File: src/rtl/seq_mult_ctrl_if.sv
// Operand/result bundle for the sequential multiplier.
// No latency of its own; carries start/busy/done and the product halves.
// The issuing stage must hold off new work while busy is high.
interface seq_mult_ctrl_if #(
  parameter int WIDTH = 32
);
  logic             start;
  logic [WIDTH-1:0] op_a;
  logic [WIDTH-1:0] op_b;
  logic             busy;
  logic             done;
  logic [WIDTH-1:0] prod_hi;
  logic [WIDTH-1:0] prod_lo;
  logic             hi_nz;

  // Issuing stage drives operands and start, observes status and result.
  modport master (
    output start, op_a, op_b,
    input  busy, done, prod_hi, prod_lo, hi_nz
  );

  // Multiplier samples operands and start, drives status and result.
  modport slave (
    input  start, op_a, op_b,
    output busy, done, prod_hi, prod_lo, hi_nz
  );
endinterface

File: src/rtl/seq_mult_ctrl.sv
// Shift-add unsigned multiplier: one WIDTH-bit adder reused over WIDTH steps.
// Latency: done pulses WIDTH edges after the accepting edge; result held until next completion.
// Backpressure: start is ignored while busy; a start seen in DONE is accepted with no bubble.
module seq_mult_ctrl #(
  parameter int WIDTH = 32,
  parameter int CNT_W = 6
) (
  input  logic          clk,
  input  logic          rst_n,
  seq_mult_ctrl_if.slave bus
);

  typedef enum logic [1:0] {
    IDLE = 2'd0,
    BUSY = 2'd1,
    DONE = 2'd2
  } state_t;

  state_t           state;
  state_t           state_nxt;
  logic [WIDTH-1:0] mcand;
  logic [WIDTH-1:0] mplr;
  logic [WIDTH-1:0] mplr_nxt;
  logic [WIDTH:0]   acc;
  logic [WIDTH:0]   acc_nxt;
  logic [WIDTH:0]   sum;
  logic [CNT_W-1:0] cnt;
  logic             accept;
  logic             last_step;
  logic [WIDTH-1:0] prod_hi_q;
  logic [WIDTH-1:0] prod_lo_q;
  logic             hi_nz_q;

  // State register; reset aborts any operation in flight.
  always_ff @(posedge clk or negedge rst_n) begin
    if (!rst_n) state <= IDLE;
    else        state <= state_nxt;
  end

  // Next-state decode: accept from IDLE or DONE, finish after the last step.
  always_comb begin
    state_nxt = state;
    accept    = 1'b0;
    last_step = 1'b0;
    case (state)
      IDLE: begin
        if (bus.start) begin
          accept    = 1'b1;
          state_nxt = BUSY;
        end
      end
      BUSY: begin
        if (cnt == CNT_W'(WIDTH - 1)) begin
          last_step = 1'b1;
          state_nxt = DONE;
        end
      end
      DONE: begin
        if (bus.start) begin
          accept    = 1'b1;
          state_nxt = BUSY;
        end else begin
          state_nxt = IDLE;
        end
      end
      default: state_nxt = IDLE;
    endcase
  end

  // One shift-add step. acc[WIDTH] is always zero after a shift, so adding the
  // whole acc equals adding its low WIDTH bits; the sum keeps the carry bit.
  always_comb begin
    sum = mplr[0] ? (acc + {1'b0, mcand}) : acc;
    {acc_nxt, mplr_nxt} = {sum, mplr} >> 1;
  end

  // Working registers: load on accept, step every BUSY cycle.
  always_ff @(posedge clk or negedge rst_n) begin
    if (!rst_n) begin
      mcand <= '0;
      mplr  <= '0;
      acc   <= '0;
      cnt   <= '0;
    end else if (accept) begin
      mcand <= bus.op_a;
      mplr  <= bus.op_b;
      acc   <= '0;
      cnt   <= '0;
    end else if (state == BUSY) begin
      mplr  <= mplr_nxt;
      acc   <= acc_nxt;
      cnt   <= cnt + 1'b1;
    end
  end

  // Result registers change only on the completing edge, so the product stays
  // readable through a following accept and the whole next BUSY phase.
  always_ff @(posedge clk or negedge rst_n) begin
    if (!rst_n) begin
      prod_hi_q <= '0;
      prod_lo_q <= '0;
      hi_nz_q   <= 1'b0;
    end else if (last_step) begin
      prod_hi_q <= acc_nxt[WIDTH-1:0];
      prod_lo_q <= mplr_nxt;
      hi_nz_q   <= (acc_nxt[WIDTH-1:0] != '0);
    end
  end

  assign bus.busy    = (state == BUSY);
  assign bus.done    = (state == DONE);
  assign bus.prod_hi = prod_hi_q;
  assign bus.prod_lo = prod_lo_q;
  assign bus.hi_nz   = hi_nz_q;

endmodule

File: src/flat_wrapper.sv
// flat-port wrapper written by rule: the top's interface ports become plain ports
module seq_mult_ctrl_flat 
#(
  parameter int WIDTH = 32,
  parameter int CNT_W = 6
)
  (clk, rst_n, bus_start, bus_op_a, bus_op_b, bus_busy, bus_done, bus_prod_hi, bus_prod_lo, bus_hi_nz);
  seq_mult_ctrl_if #(.WIDTH(WIDTH)) bus_i ();
  input  logic clk;
  input  logic rst_n;
  input wire logic [$bits(bus_i.start)-1:0] bus_start;
  input wire logic [$bits(bus_i.op_a)-1:0] bus_op_a;
  input wire logic [$bits(bus_i.op_b)-1:0] bus_op_b;
  output wire logic [$bits(bus_i.busy)-1:0] bus_busy;
  output wire logic [$bits(bus_i.done)-1:0] bus_done;
  output wire logic [$bits(bus_i.prod_hi)-1:0] bus_prod_hi;
  output wire logic [$bits(bus_i.prod_lo)-1:0] bus_prod_lo;
  output wire logic [$bits(bus_i.hi_nz)-1:0] bus_hi_nz;
  assign bus_i.start = bus_start;
  assign bus_i.op_a = bus_op_a;
  assign bus_i.op_b = bus_op_b;
  assign bus_busy = bus_i.busy;
  assign bus_done = bus_i.done;
  assign bus_prod_hi = bus_i.prod_hi;
  assign bus_prod_lo = bus_i.prod_lo;
  assign bus_hi_nz = bus_i.hi_nz;
  seq_mult_ctrl #(.WIDTH(WIDTH), .CNT_W(CNT_W)) u_core (.clk(clk), .rst_n(rst_n), .bus(bus_i));
endmodule
File: config.mk
export PLATFORM = sky130hd
export DESIGN_NAME = seq_mult_ctrl_flat
export DESIGN_NICKNAME = d
export VERILOG_FILES = /design/src/rtl/seq_mult_ctrl_if.sv /design/src/rtl/seq_mult_ctrl.sv /design/src/flat_wrapper.sv
export SDC_FILE = /design/constraint.sdc
export NUM_CORES = 1
export LEC_CHECK = 0
export BUFFER_PORTS_ARGS = -buffer_cell sky130_fd_sc_hd__buf_2
export CAP_MARGIN = 25
export CELL_PAD_IN_SITES_DETAIL_PLACEMENT = 0
export CELL_PAD_IN_SITES_GLOBAL_PLACEMENT = 1
export CORE_AREA = 2 2 156 234
export CTS_CLUSTER_SIZE = 30
export DETAILED_ROUTE_END_ITERATION = 8
export DIE_AREA = 0 0 158 236
export GPL_TIMING_DRIVEN = 0
export PLACE_DENSITY = 0.54
export SYNTH_ARGS = -nofsm -noshare
export SYNTH_HDL_FRONTEND = slang
export SYNTH_SLANG_ARGS = --single-unit
File: constraint.sdc
create_clock -name clk -period 5.06 [get_ports clk]
set_clock_uncertainty 0.1 [all_clocks]
set_input_delay 1.265 -clock clk [delete_from_list [all_inputs] [get_ports clk]]
set_output_delay 1.265 -clock clk [all_outputs]
set_load 0.01 [all_outputs]
# Yosys cells after proc, flatten, opt, wreduce, memory -nomap -nowiden
# Index checks and enable logic that the tools add are counted.
# word_totals
regBits	170
word_cells	35
out_inout_bits	67
in_bits	67
# op_classes
add_sub_neg	2
eq_ne	5
n_mux	15
n_reduce_logical	5
# ops
cell	n
33-bit 2-to-1 mux	3
32-bit 2-to-1 mux	2
33-bit by 32-bit adder with 33-bit output	1
32-bit nonzero test	1
6-bit 2-to-1 mux	2
6-bit by 1-bit adder with 6-bit output (second input constant)	1
6-bit by 5-bit == test with 1-bit output (second input constant)	1
2-bit case mux with 3 select lines	1
1-bit 2-to-1 mux	5
2-bit 2-to-1 mux	2
2-bit by 1-bit == test with 1-bit output (second input constant)	1
2-bit == test (second input constant)	1
2-bit zero test	1
2-bit by 1-bit != test with 1-bit output (second input constant)	1
2-bit != test (second input constant)	1
2-bit AND reduction	1
2-bit nonzero test	1
2-bit OR reduction	1

# Logic depth before layout (Yosys ltp)
# Gate-level depths: netlist of run 1.
# depth
depth_word	4
depth_mapped	12
depth_no_buf	12

# Worst setup path after synthesis of run 1
# No wires, ideal clock.
# synth_timing
path_type	register -> register
startpoint	register u_core.acc[0]
endpoint	register u_core.hi_nz_q, in the netlist u_core.bus.hi_nz
arrival_time_ns	3.007
n_path_buf	0
slack_ns	1.822
required_ns	4.829
setup_time_ns	0.131
stages_incl_launch_ff	13
synth_period_minus_slack_ns	3.238
path_cell_list	dfrtp_1 ha_1 fa_1 a211oi_1 o21ai_2 a41oi_2 o31ai_2 a221oi_2 o31ai_1 xor2_1 a211o_1 nor4_1 a21oi_1
# synth_between
elab_chain_cells	3
# synth_rtl
item	line	source
start: declaration	seq_mult_ctrl.sv:24	logic [WIDTH:0] acc;
start signal: assignment	seq_mult_ctrl.sv:91	acc <= acc_nxt;
33-bit by 32-bit adder with 33-bit output	seq_mult_ctrl.sv:73	sum = mplr[0] ? (acc + {1'b0, mcand}) : acc;
33-bit 2-to-1 mux	seq_mult_ctrl.sv:73	
32-bit nonzero test	seq_mult_ctrl.sv:106	hi_nz_q <= (acc_nxt[WIDTH-1:0] != '0);
end signal: assignment	seq_mult_ctrl.sv:106	
end: declaration	seq_mult_ctrl.sv:32	logic hi_nz_q;
# Every way passes these cells.
# A chain may end at the register's enable or synchronous reset.

# Final worst setup path of run 1
# Same ends and word-level chain as after synthesis.

==> results of run 1 <==
critical path: cells and delay by family (launching register included):
kind                     cells  cell delay, ns
adder cells (fa/ha/maj)      2            0.66
XOR/XNOR                     1            0.20
flip-flops                   1            0.41
AO/OA/AOI/OAI                8            2.07
AND/OR/NAND/NOR              1            0.26
synth_stat cells, types with 8 or more instances:
| master | number |
|---|---|
| a22oi_1 | 31 |
| nand2_1 | 341 |
| nor3_1 | 8 |
| dfrtp_1 | 169 |
| nand4_1 | 14 |
| a21oi_1 | 37 |
| a21o_1 | 12 |
| nor2_1 | 38 |
| xor2_1 | 10 |
| ha_1 | 33 |
| clkbuf_1 | 48 |
| mux2i_1 | 19 |
| a31oi_1 | 9 |
| o21ai_0 | 64 |
| nand3_1 | 12 |
| inv_1 | 11 |
| a22o_1 | 9 |
| xnor2_1 | 16 |
through the flow:
step / instances / power [µW] / TNS, ns / cell area, µm² / utilization, %
after global placement: 1595 / 6510 / -67.54 / 9970 / 28.1
after detailed placement: 1597 / 6550 / 0 / 10000 / 28.2
final: 1628 / 7840 / 0 / 10600 / 29.9
after CTS: 1628 / 7940 / 0 / 10600 / 29.9
after global routing: 1628 / 8500 / 0 / 10600 / 29.9
after floorplan: 984 / 5120 / 0 / 8710 / -
flip-flops by register name (all words and copies together), names as in the netlist:
name / cells
u_core.acc: 32
u_core.bus.prod_hi: 32
u_core.bus.prod_lo: 32
u_core.mcand: 32
u_core.mplr: 32
u_core.cnt: 6
u_core.state: 2
u_core.bus.hi_nz: 1
how the worst min path moves through the flow:
stage | depth (start not counted) | endpoint | startpoint | slack (ns)
3_3_place_gp | 2 | u_core.bus.prod_lo[10] | u_core.bus.prod_lo[10] | 0.36
2_1_floorplan | 2 | u_core.mcand[0] | u_core.mcand[0] | 0.35
4_1_cts | 2 | u_core.bus.prod_lo[20] | u_core.bus.prod_lo[20] | 0.38
3_5_place_dp | 2 | u_core.bus.prod_lo[1] | u_core.bus.prod_lo[1] | 0.36
5_1_grt | 1 | u_core.cnt[5] | u_core.cnt[5] | 0.40
6_report | 2 | u_core.bus.prod_lo[17] | u_core.bus.prod_lo[17] | 0.37
report_power, final:
part           internal [µW]  leakage, µW  switching, µW
Combinational           1550      0.00276           2560
Sequential              1920      0.00217            450
Clock                    736     0.000286            620
layout make-up:
class / instances / area (µm²)
Fill cell: 3888 / 24900
Sequential cell: 169 / 4230
Multi-Input combinational cell: 746 / 4210
Timing Repair Buffer: 135 / 714
Tap cell: 478 / 598
Clock buffer: 17 / 425
Buffer: 58 / 229
Clock inverter: 14 / 160
Inverter: 11 / 41.3
cells by family (layout without fill, tap and decap cells):
kind of cell | count (synthesis) | in the layout | synth area share [%]
and+or+nand+nor | 451 | 451 | 21.5
buffers and inverters | 69 | 235 | 3.10
DFF | 169 | 169 | 48.5
adders and majority gates | 34 | 34 | 4.97
AOI/OAI and AO/OA | 213 | 213 | 16.7
xor gates and xnor gates | 26 | 26 | 2.61
muxes | 22 | 22 | 2.57
layer usage:
metal	share of wire, %	track usage (%)	wire length [µm]	vias up
met4	2.7	6.01	806	2
met5	0.037	0	11	-
li1	-	-	-	3698
met3	3.5	3.49	1040	44
met2	53	29.6	15800	147
met1	41	19.4	12000	3592
==> impl_results.md, run 1 <==
- Status: finished clean
- CTS H-Tree Depth: 4
- Layout Nets: 1239
- End of the critical path: u_core.bus.hi_nz
- Area growth syn-to-layout: 21.8%
- GPL Wtd Cong: 0.828
- Crit share post-route: 75.7%
- Setup crit start: u_core.acc[0]
- Iteration-0 DRC Markers: 415
- DRT Wirelength: 29.7 mm
- Total grt overflow: 0
- R2r endpoint: u_core.bus.hi_nz
- Max Clk Rate: 261 MHz
- Antenna cells: 0
- Synth Net Count: 1085
- Worst setup SP type: register
- CTS tree: yes
- CTS root buf: clkbuf_16
- Synth Area per Inst: 8.85 µm²
- Die width: 158 µm
- Crit path cell chain: ha_1, fa_1, a211oi_1, o21ai_2, a41oi_2, o31ai_2, a221oi_2, o31ai_1, xor2_1, a211o_1, nor4_1, a21oi_1
- Post-CTS setup buffer count: 0
- Initial antenna violation count: 2
- VDD IR max: 0.264 mV
- #FFs+latches synth: 169
- Worst hold path type: reg -> reg
- Synth top area share: 48.5%
- Hold Vio Cnt, Final: 0
- Worst-path clk slew: 0.08 ns
- Commonest non-fill, non-tap cell in the layout: nand2_1
- Required @ worst endpoint: 5.30 ns
- Total GRT Usage: 16.6%
- Min setup slack post-route: 1.23 ns
- Place WS: 1.26 ns
- Fraction of layout cells with a size suffix above 1: 16.7%
- Pleak: 0.00522 µW
- Worst-Skew Late Latency: 0.46 ns
- Port Buffers: 133
- Final setup fails: 0
- Clock tree buffer depth: 2
- TritonCTS Buffers: 17
- DRT Pass-1 Iters: 5
- Row count: 85
- Reg2reg setup slack: 1.23 ns
- Syn Inst Count: 984
- Crit. End Element: register
- Ports: 134
- Reg-to-reg startpoint: u_core.acc[0]
- Worst path max stage delay: 0.45 ns
- Type of the worst setup path: reg -> reg
- Hold WS: 0.372 ns
- Post-cts sizing count: 0
- Die height: 236 µm
- First-pass GRT wire length: 46.3 mm
- Antenna viol nets, final: 0
- Largest net degree at the start of global routing: 89
- Unique masters post-synth: 68
- HPWL after detailed placement: 22.4 mm
- Dominant cells by area after synthesis: dfrtp_1 (49%), nand2_1 (15%), ha_1 (4.7%)
- Crit path DAT: 4.07 ns
- DRC viols: 0
- CTS hold repair buffers: 0
- Post-synth ARST share: 100%
- Slowest CP cell: a221oi_2
- Vias: 7483
- Die area: 37300 µm²
- Critical Path Fanout Max: 3
- Vias in the first global route: 7821
- Worst r2r path cells: 12
- Max-cap viol count: 0
- Max Slew Vio Count: 0
- Initial Util: 24.5%
- Most frequent cells in the layout: nand2_1 (341), dfrtp_1 (169), buf_2 (134), o21ai_0 (64), clkbuf_1 (48)
- Crit path time final: 3.83 ns
- Core Region: 35500 µm²
- Yosys warns: 0
- Pwr per Cell Area: 739 nW/µm²
- Top FF cell, synth: dfrtp_1
- RSZ-0062 raised after global routing: no
- Cell Area, Synth: 8710 µm²
- Slew @ Worst Pin: 0.959 ns
- Relative slew slack: 36.1%
- Sequential area share after synthesis: 48.5%
- Leading area contributor after synthesis: dfrtp_1
- Clock Sinks: 169
- EDFF count, synth: 0
- Via-per-instance ratio: 4.60
- WL/cell: 18.3 µm
Power figures use the tool's default switching activity.
==> run 2, diff against run 1 <==
--- a/config.mk
+++ b/config.mk
@@ -5,16 +5,17 @@
 export SDC_FILE = /design/constraint.sdc
 export NUM_CORES = 1
 export LEC_CHECK = 0
+export ABC_AREA = 1
 export BUFFER_PORTS_ARGS = -buffer_cell sky130_fd_sc_hd__buf_2
 export CAP_MARGIN = 25
 export CELL_PAD_IN_SITES_DETAIL_PLACEMENT = 0
 export CELL_PAD_IN_SITES_GLOBAL_PLACEMENT = 1
-export CORE_AREA = 2 2 156 234
+export CORE_AREA = 2 2 162 243
 export CTS_CLUSTER_SIZE = 30
 export DETAILED_ROUTE_END_ITERATION = 8
-export DIE_AREA = 0 0 158 236
+export DIE_AREA = 0 0 164 245
 export GPL_TIMING_DRIVEN = 0
-export PLACE_DENSITY = 0.54
+export PLACE_DENSITY = 0.55
 export SYNTH_ARGS = -nofsm -noshare
 export SYNTH_HDL_FRONTEND = slang
 export SYNTH_SLANG_ARGS = --single-unit
==> constraint.sdc (replaced) <==
create_clock -name clk -period 3.95 [get_ports clk]
set_clock_uncertainty 0.1 [all_clocks]
set_input_delay 0.9875 -clock clk [delete_from_list [all_inputs] [get_ports clk]]
set_output_delay 0.9875 -clock clk [all_outputs]
set_load 0.01 [all_outputs]
==> impl_results.md, run 2 <==
- Status: finished clean
- Hold Vio Cnt, Final: 0 (unchanged)
- Yosys warns: 0 (unchanged)
- GPL Wtd Cong: 0.864 (+4.4%)
- WL/cell: 16.6 µm (-9.1%)
- CTS tree: yes
- Row count: 88 (+3.5%)
- NetSw: 829 µW (-77%)
- CTS hold repair buffers: 0 (unchanged)
- Slew @ Worst Pin: 0.808 ns (-0.150 ns)
- Fraction of layout cells with a size suffix above 1: 14.5% (-2.2 points)
- Largest family of logic cells by synthesized area: simple AND/OR/NAND/NOR gates
- Total GRT Usage: 16.9% (+0.28 points)
- Sequential area share after synthesis: 45.0% (-3.6 points)
- Fill count: 4279 (+10%)
- Simple-gate share of the synthesized area: 29.2% (+7.7 points)
- Most common cell in the synthesized netlist: nand2_1
- VDD IR max: 0.273 mV (+3.5%)
- Die width: 164 µm (+3.8%)
- Worst-Skew Late Latency: 0.46 ns (about the same)
- Setup total negative slack: 0 ns (unchanged)
- HPWL after detailed placement: 25.6 mm (+14%)
- Hold WS: 0.350 ns (-0.0230 ns)
- Clock Power Share: 49.4% (+32 points)
- Wl on met1: 13.1 mm (+8.9%)
- Iteration-0 DRC Markers: 333 (-20%)
- Worst r2r path cells: 16 (+4)
- Clock Sinks: 169 (unchanged)
- Worst path max stage delay: 0.45 ns (about the same)
- #FFs+latches synth: 169 (unchanged)
- Critical Path Fanout Max: 3 (unchanged)
- CTS H-Tree Depth: 4 (unchanged)
- Comb pwr share: 2.0% (-51 points)
- Max Used Layer: met5
- Syn Inst Count: 1296 (+32%)
- Mux cell area share after synthesis: 0% (-2.6 points)
- Synthesized-area fraction occupied by adder cells: 4.60% (-0.37 points)
- Sequential share of power: 48.6% (+18 points)
- Max-cap viol count: 0 (unchanged)
- Final setup fails: 0 (unchanged)
- EDFF count, synth: 0 (unchanged)
- Synth Net Count: 1397 (+29%)
- Dominant cells by area after synthesis: dfrtp_1 (45%), nand2_1 (20%), inv_1 (7.1%)
- Crit path time final: 3.18 ns (-0.654 ns)
- Switch share: 23.3% (-23 points)
- Crit share post-route: 80.5% (+4.7 points)
- Total grt overflow: 0 (unchanged)
- Die height: 245 µm (+3.8%)
- Most frequent cells in the layout: nand2_1 (506), inv_1 (177), dfrtp_1 (169), buf_2 (139), o21ai_0 (104)
- Pleak: 0.00605 µW (+16%)
- Place WS: 0.747 ns (-0.516 ns)
- Relative slew slack: 46.1% (+10 points)
- Post-CTS setup buffer count: 0 (unchanged)
- CTS root buf: clkbuf_16
- Min setup slack post-route: 0.772 ns (-0.456 ns)
- Cell Area, Synth: 9400 µm² (+8.0%)
- Via-per-instance ratio: 4.36 (-5.2%)
- Post-synth ARST share: 100% (unchanged)
- Port Buffers: 133 (unchanged)
- Top FF cell, synth: dfrtp_1
- Worst-path clk slew: 0.07 ns (about the same)
- Largest net degree at the start of global routing: 112 (+26%)
- Met2 WL post-DR: 17.3 mm (+9.3%)
- Most frequent CP cell: nand3_1
- Worst setup SP type: register
- Max Clk Rate: 315 MHz (+21%)
- Dpl cells: 1925 (+21%)
- Worst hold path type: in -> async
- Crit path DAT: 3.43 ns (-0.64 ns)
- DRC viols: 0 (unchanged)
- DRT Pass-1 Iters: 4 (-1)
- Layout Nets: 1550 (+25%)
- Xor/xnor cell area share of the yosys netlist: 0.279% (-2.3 points)
- Crit. End Element: register
- Post-cts sizing count: 0 (unchanged)
- Synth Area per Inst: 7.26 µm² (-18%)
- First-pass GRT wire length: 50.9 mm (+10%)
- Initial Util: 24.6% (+0.091 points)
- Synth top area share: 45.0% (-3.6 points)
- Compound-Gate Fraction of Synth Area: 11.5% (-5.2 points)
- Die area: 40200 µm² (+7.8%)
- RSZ-0062 raised after global routing: no
- Final Non-Filler Cells: 1958 (+20%)
- Pwr per Cell Area: 314 nW/µm² (-57%)
- Leading area contributor after synthesis: dfrtp_1
- Int Pwr: 2730 µW (-35%)
- Type of the worst setup path: reg -> reg
- Required @ worst endpoint: 4.20 ns (-1.10 ns)
- Clock tree buffer depth: 2 (unchanged)
- Met3 wire length: 1.22 mm (+18%)
- Vias: 8533 (+14%)
- Commonest non-fill, non-tap cell in the layout: nand2_1
- DRT Wirelength: 32.5 mm (+9.4%)
- Unique masters post-synth: 39 (-43%)
- Crit path cell chain: ha_1, fa_1, nand2_1, nand2_1, nand3_1, nand2_1, nand2_1, nand3_1, o21ai_1, nand3_1, nor2_1, nand3_1, nor2_1, nand3_1, nor2_1, nor2_1
- Area growth syn-to-layout: 20.4%
- Slowest CP cell: fa_1
- Vias in the first global route: 8937 (+14%)
- Max Slew Vio Count: 0 (unchanged)
- Post-synth top cells: nand2_1 (506), inv_1 (177), dfrtp_1 (169)
- Core Region: 38200 µm² (+7.6%)
- TritonCTS Buffers: 17 (unchanged)
- Antenna viol nets, final: 0 (unchanged)
- Initial antenna violation count: 3 (+1)
- Ports: 134 (unchanged)
## run 2: changes by cell type after synthesis, sizes merged, moves of 32 or more
| cell | change |
|---|---|
| o21ai | +45 |
| o221ai | +32 |
| nor2 | +36 |
| nand2 | +175 |
| nand3 | +49 |
| inv | +177 |
## run 2: layout make-up
type                            count  area, µm²  share of cell area, %
Clock buffer                       19        453                   4.00
Antenna cell                        2       5.00                 0.0442
Timing Repair Buffer              134        703                   6.21
Inverter                          190        713                   6.30
Clock inverter                     12        140                   1.24
Tap cell                          495        619                   5.47
Buffer                             43        178                   1.57
Sequential cell                   169       4230                   37.3
Multi-Input combinational cell    894       4280                   37.8
## run 2: final timing paths
path                                        startpoint                     end  slack [ns]
worst max-delay path                   u_core.mcand[0]        u_core.bus.hi_nz        0.77
worst max register to register         u_core.mcand[0]        u_core.bus.hi_nz        0.77
worst min-delay path                             rst_n  u_core.bus.prod_lo[23]        0.35
worst min register to register  u_core.bus.prod_hi[17]  u_core.bus.prod_hi[17]        0.38
max in group asynchronous                        rst_n          u_core.acc[20]        2.39
min in group clk                u_core.bus.prod_hi[17]  u_core.bus.prod_hi[17]        0.38
## run 2: critical path, delay by kind of cell (launching register included)
| family | cells | cell delay (ns) |
|---|---|---|
| simple gates | 13 | 1.64 |
| fa+ha+maj | 2 | 0.70 |
| flops | 1 | 0.42 |
| compound gates | 1 | 0.20 |
## run 2: cells by family (layout without fill, tap and decap cells)
family / count (synthesis) / count (layout)
other cells: 0 / 2
flops: 169 / 169
simple gates: 674 / 674
xor+xnor: 3 / 3
buf+inv: 233 / 398
compound gates: 183 / 183
fa+ha+maj: 34 / 34
## run 2: layer usage
layer / up-vias / track usage, %
li1: 4396 / -
met1: 3966 / 18.7
met2: 132 / 31.5
met3: 37 / 3.06
met4: 2 / 6.53
met5: - / 0
## run 2: power groups by stage
stage	registers [µW]	logic, µW	clock network, µW
5_1_grt	1730	83.0	1870
3_5_place_dp	1760	75.2	0
2_1_floorplan	1760	0.00229	0
6_report	1730	70.7	1760
3_3_place_gp	1760	70.3	0
4_1_cts	1730	75.3	1810
## run 2: per-stage QoR
| step | cell area [µm²] | utilization (%) | total power, µW |
|---|---|---|---|
| after floorplan | 9400 | - | 1760 |
| after global placement | 10700 | 28.0 | 1830 |
| after detailed placement | 10700 | 28.1 | 1840 |
| after CTS | 11300 | 29.6 | 3610 |
| after global routing | 11300 | 29.6 | 3680 |
| final | 11300 | 29.6 | 3560 |
==> run 3, diff against run 2 <==
==> constraint.sdc (replaced) <==
create_clock -name clk -period 3.2 [get_ports clk]
set_clock_uncertainty 0.1 [all_clocks]
set_input_delay 0.8 -clock clk [delete_from_list [all_inputs] [get_ports clk]]
set_output_delay 0.8 -clock clk [all_outputs]
set_load 0.01 [all_outputs]
==> impl_results.md, run 3 (same netlist as run 2, synthesis figures left out) <==
- Status: finished clean
- Ports: 134 (unchanged)
- Initial antenna violation count: 3 (unchanged)
- Total grt overflow: 0 (unchanged)
- Worst hold path type: in -> async
- Layout Nets: 1550 (unchanged)
- Final setup fails: 0 (unchanged)
- Most frequent cells in the layout: nand2_1 (506), inv_1 (177), dfrtp_1 (169), buf_2 (139), o21ai_0 (104)
- Total GRT Usage: 16.9% (about the same)
- Iteration-0 DRC Markers: 324 (-2.7%)
- Die width: 164 µm (unchanged)
- Critical Path Fanout Max: 3 (unchanged)
- Commonest non-fill, non-tap cell in the layout: nand2_1
- Type of the worst setup path: reg -> reg
- Vias in the first global route: 8947 (+0.11%)
- VDD IR max: 0.340 mV (+24%)
- Initial Util: 24.6% (unchanged)
- CTS root buf: clkbuf_16
- First-pass GRT wire length: 50.9 mm (about the same)
- Worst-path clk slew: 0.07 ns (about the same)
- Worst r2r path cells: 16 (unchanged)
- Place WS: -0.00345 ns (-0.750 ns)
- Setup total negative slack: 0 ns (unchanged)
- Port Buffers: 133 (unchanged)
- Crit. End Element: register
- Crit path time final: 3.03 ns (-0.152 ns)
- Worst-Skew Late Latency: 0.46 ns (about the same)
- Clock tree buffer depth: 2 (unchanged)
- Slew @ Worst Pin: 0.778 ns (-0.0307 ns)
- Post-CTS setup buffer count: 0 (unchanged)
- HPWL after detailed placement: 25.6 mm (unchanged)
- DRC viols: 0 (unchanged)
- Multi-input logic area: 4290 µm² (+0.15%)
- Fraction of layout cells with a size suffix above 1: 14.6% (+0.14 points)
- Fill count: 4283 (+0.093%)
- Cell Area, Placed: 10700 µm² (unchanged)
- Max-cap viol count: 0 (unchanged)
- CTS H-Tree Depth: 4 (unchanged)
- Reg2reg setup slack: 0.17 ns (-0.60 ns)
- Clock Sinks: 169 (unchanged)
- Vias: 8549 (+0.19%)
- R2r endpoint: u_core.bus.hi_nz
- Max Slew Vio Count: 0 (unchanged)
- RSZ-0062 raised after global routing: no
- Die area: 40200 µm² (unchanged)
- Antenna viol nets, final: 0 (unchanged)
- Core Region: 38200 µm² (unchanged)
- Design area: 11300 µm² (about the same)
- DRT Pass-1 Iters: 4 (unchanged)
- Min setup slack post-route: 0.174 ns (-0.598 ns)
- WL/cell: 16.6 µm (about the same)
- GPL Wtd Cong: 0.864 (unchanged)
- Required @ worst endpoint: 3.45 ns (-0.75 ns)
- Worst setup SP type: register
- Pleak: 0.00605 µW (about the same)
- Pwr per Cell Area: 387 nW/µm² (+23%)
- Area growth syn-to-layout: 20.5% (about the same)
- Via-per-instance ratio: 4.37 (+0.19%)
- Hold Vio Cnt, Final: 0 (unchanged)
- DRT Wirelength: 32.5 mm (about the same)
- Reg area: 4230 µm² (unchanged)
- CTS tree: yes
- Max Clk Rate: 330 MHz (+5.0%)
- Crit share post-route: 94.6% (+14 points)
- TritonCTS Buffers: 17 (unchanged)
- Crit path DAT: 3.28 ns (-0.15 ns)
- Largest net degree at the start of global routing: 112 (unchanged)
- Reg-to-reg startpoint: u_core.mcand[0]
- Row count: 88 (unchanged)
- Relative slew slack: 48.2% (+2.0 points)
- Utilization after layout: 29.7% (about the same)
- Die height: 245 µm (unchanged)
run 3: cell types whose count changed in the layout (fill, tap and decap cells not counted):
cell / delta
o21ai_2: +1
o21ai_1: -1
nor2_1: -1
nor2_2: +1
run 3: per-layer routing:
| metal | up-vias | GRT usage (%) | wire length (µm) |
|---|---|---|---|
| met2 | 134 | 31.5 | 17300 |
| met5 | - | 0 | 8 |
| li1 | 4395 | - | - |
| met3 | 39 | 3.06 | 1190 |
| met4 | 2 | 6.53 | 847 |
| met1 | 3979 | 18.7 | 13100 |
run 3: report_power, final:
group	switching (µW)	internal, µW	total [µW]
combinational	54.7	32.5	87.3
clock	967	1200	2170
sequential	0	2130	2130
run 3: layout make-up:
type,instances,area share [%]
plain buffers,43,1.57
diodes,2,0.0442
multi-input cells,894,37.9
well taps,495,5.47
repair buffers,134,6.21
clock inverters,12,1.24
clock buffers,19,4.00
inverters,190,6.29
flip-flops and latches,169,37.3
run 3: per-stage QoR:
stage / hold slack, ns / power (µW) / instances
floorplan: 0.353 / 2180 / 1296
global placement: 0.362 / 2260 / 1924
detailed placement: 0.370 / 2270 / 1925
CTS: 0.165 / 4460 / 1956
global route: 0.180 / 4550 / 1957
finish: 0.161 / 4390 / 1958
run 3: worst max-delay path: stages (launching register included):
cell     delay, ns
dfrtp_1       0.42
ha_1          0.25
fa_1          0.45
nand2_1       0.11
nand2_1       0.08
nand3_1       0.12
nand2_1       0.15
nand2_1       0.16
nand3_1       0.18
inv_1         0.10
o21ai_1       0.07
nand2_1       0.13
nand2_1       0.08
nor2_2        0.22
nand3_1       0.11
nor2_1        0.14
nor2_1        0.05
run 3: how the worst max path moves through the flow:
stage / from / to / slack (ns) / cells after the start
after global routing: u_core.mcand[0] / u_core.bus.hi_nz / 0.008 / 16
after CTS: u_core.mcand[0] / u_core.bus.hi_nz / 0.07 / 16
after global placement: rst_n / u_core.bus.prod_hi[18] / -1.70 / 1
final: u_core.mcand[0] / u_core.bus.hi_nz / 0.17 / 16
after floorplan: u_core.acc[0] / u_core.bus.hi_nz / 0.92 / 16
after detailed placement: u_core.mcand[0] / u_core.bus.hi_nz / -0.003 / 16
run 3: timing repair:
action / CTS / global route
gates resized for setup: 1 / 1
gates cloned: 0 / 0
hold buffers: 0 / 0
endpoints found under the setup margin: 1 / 1
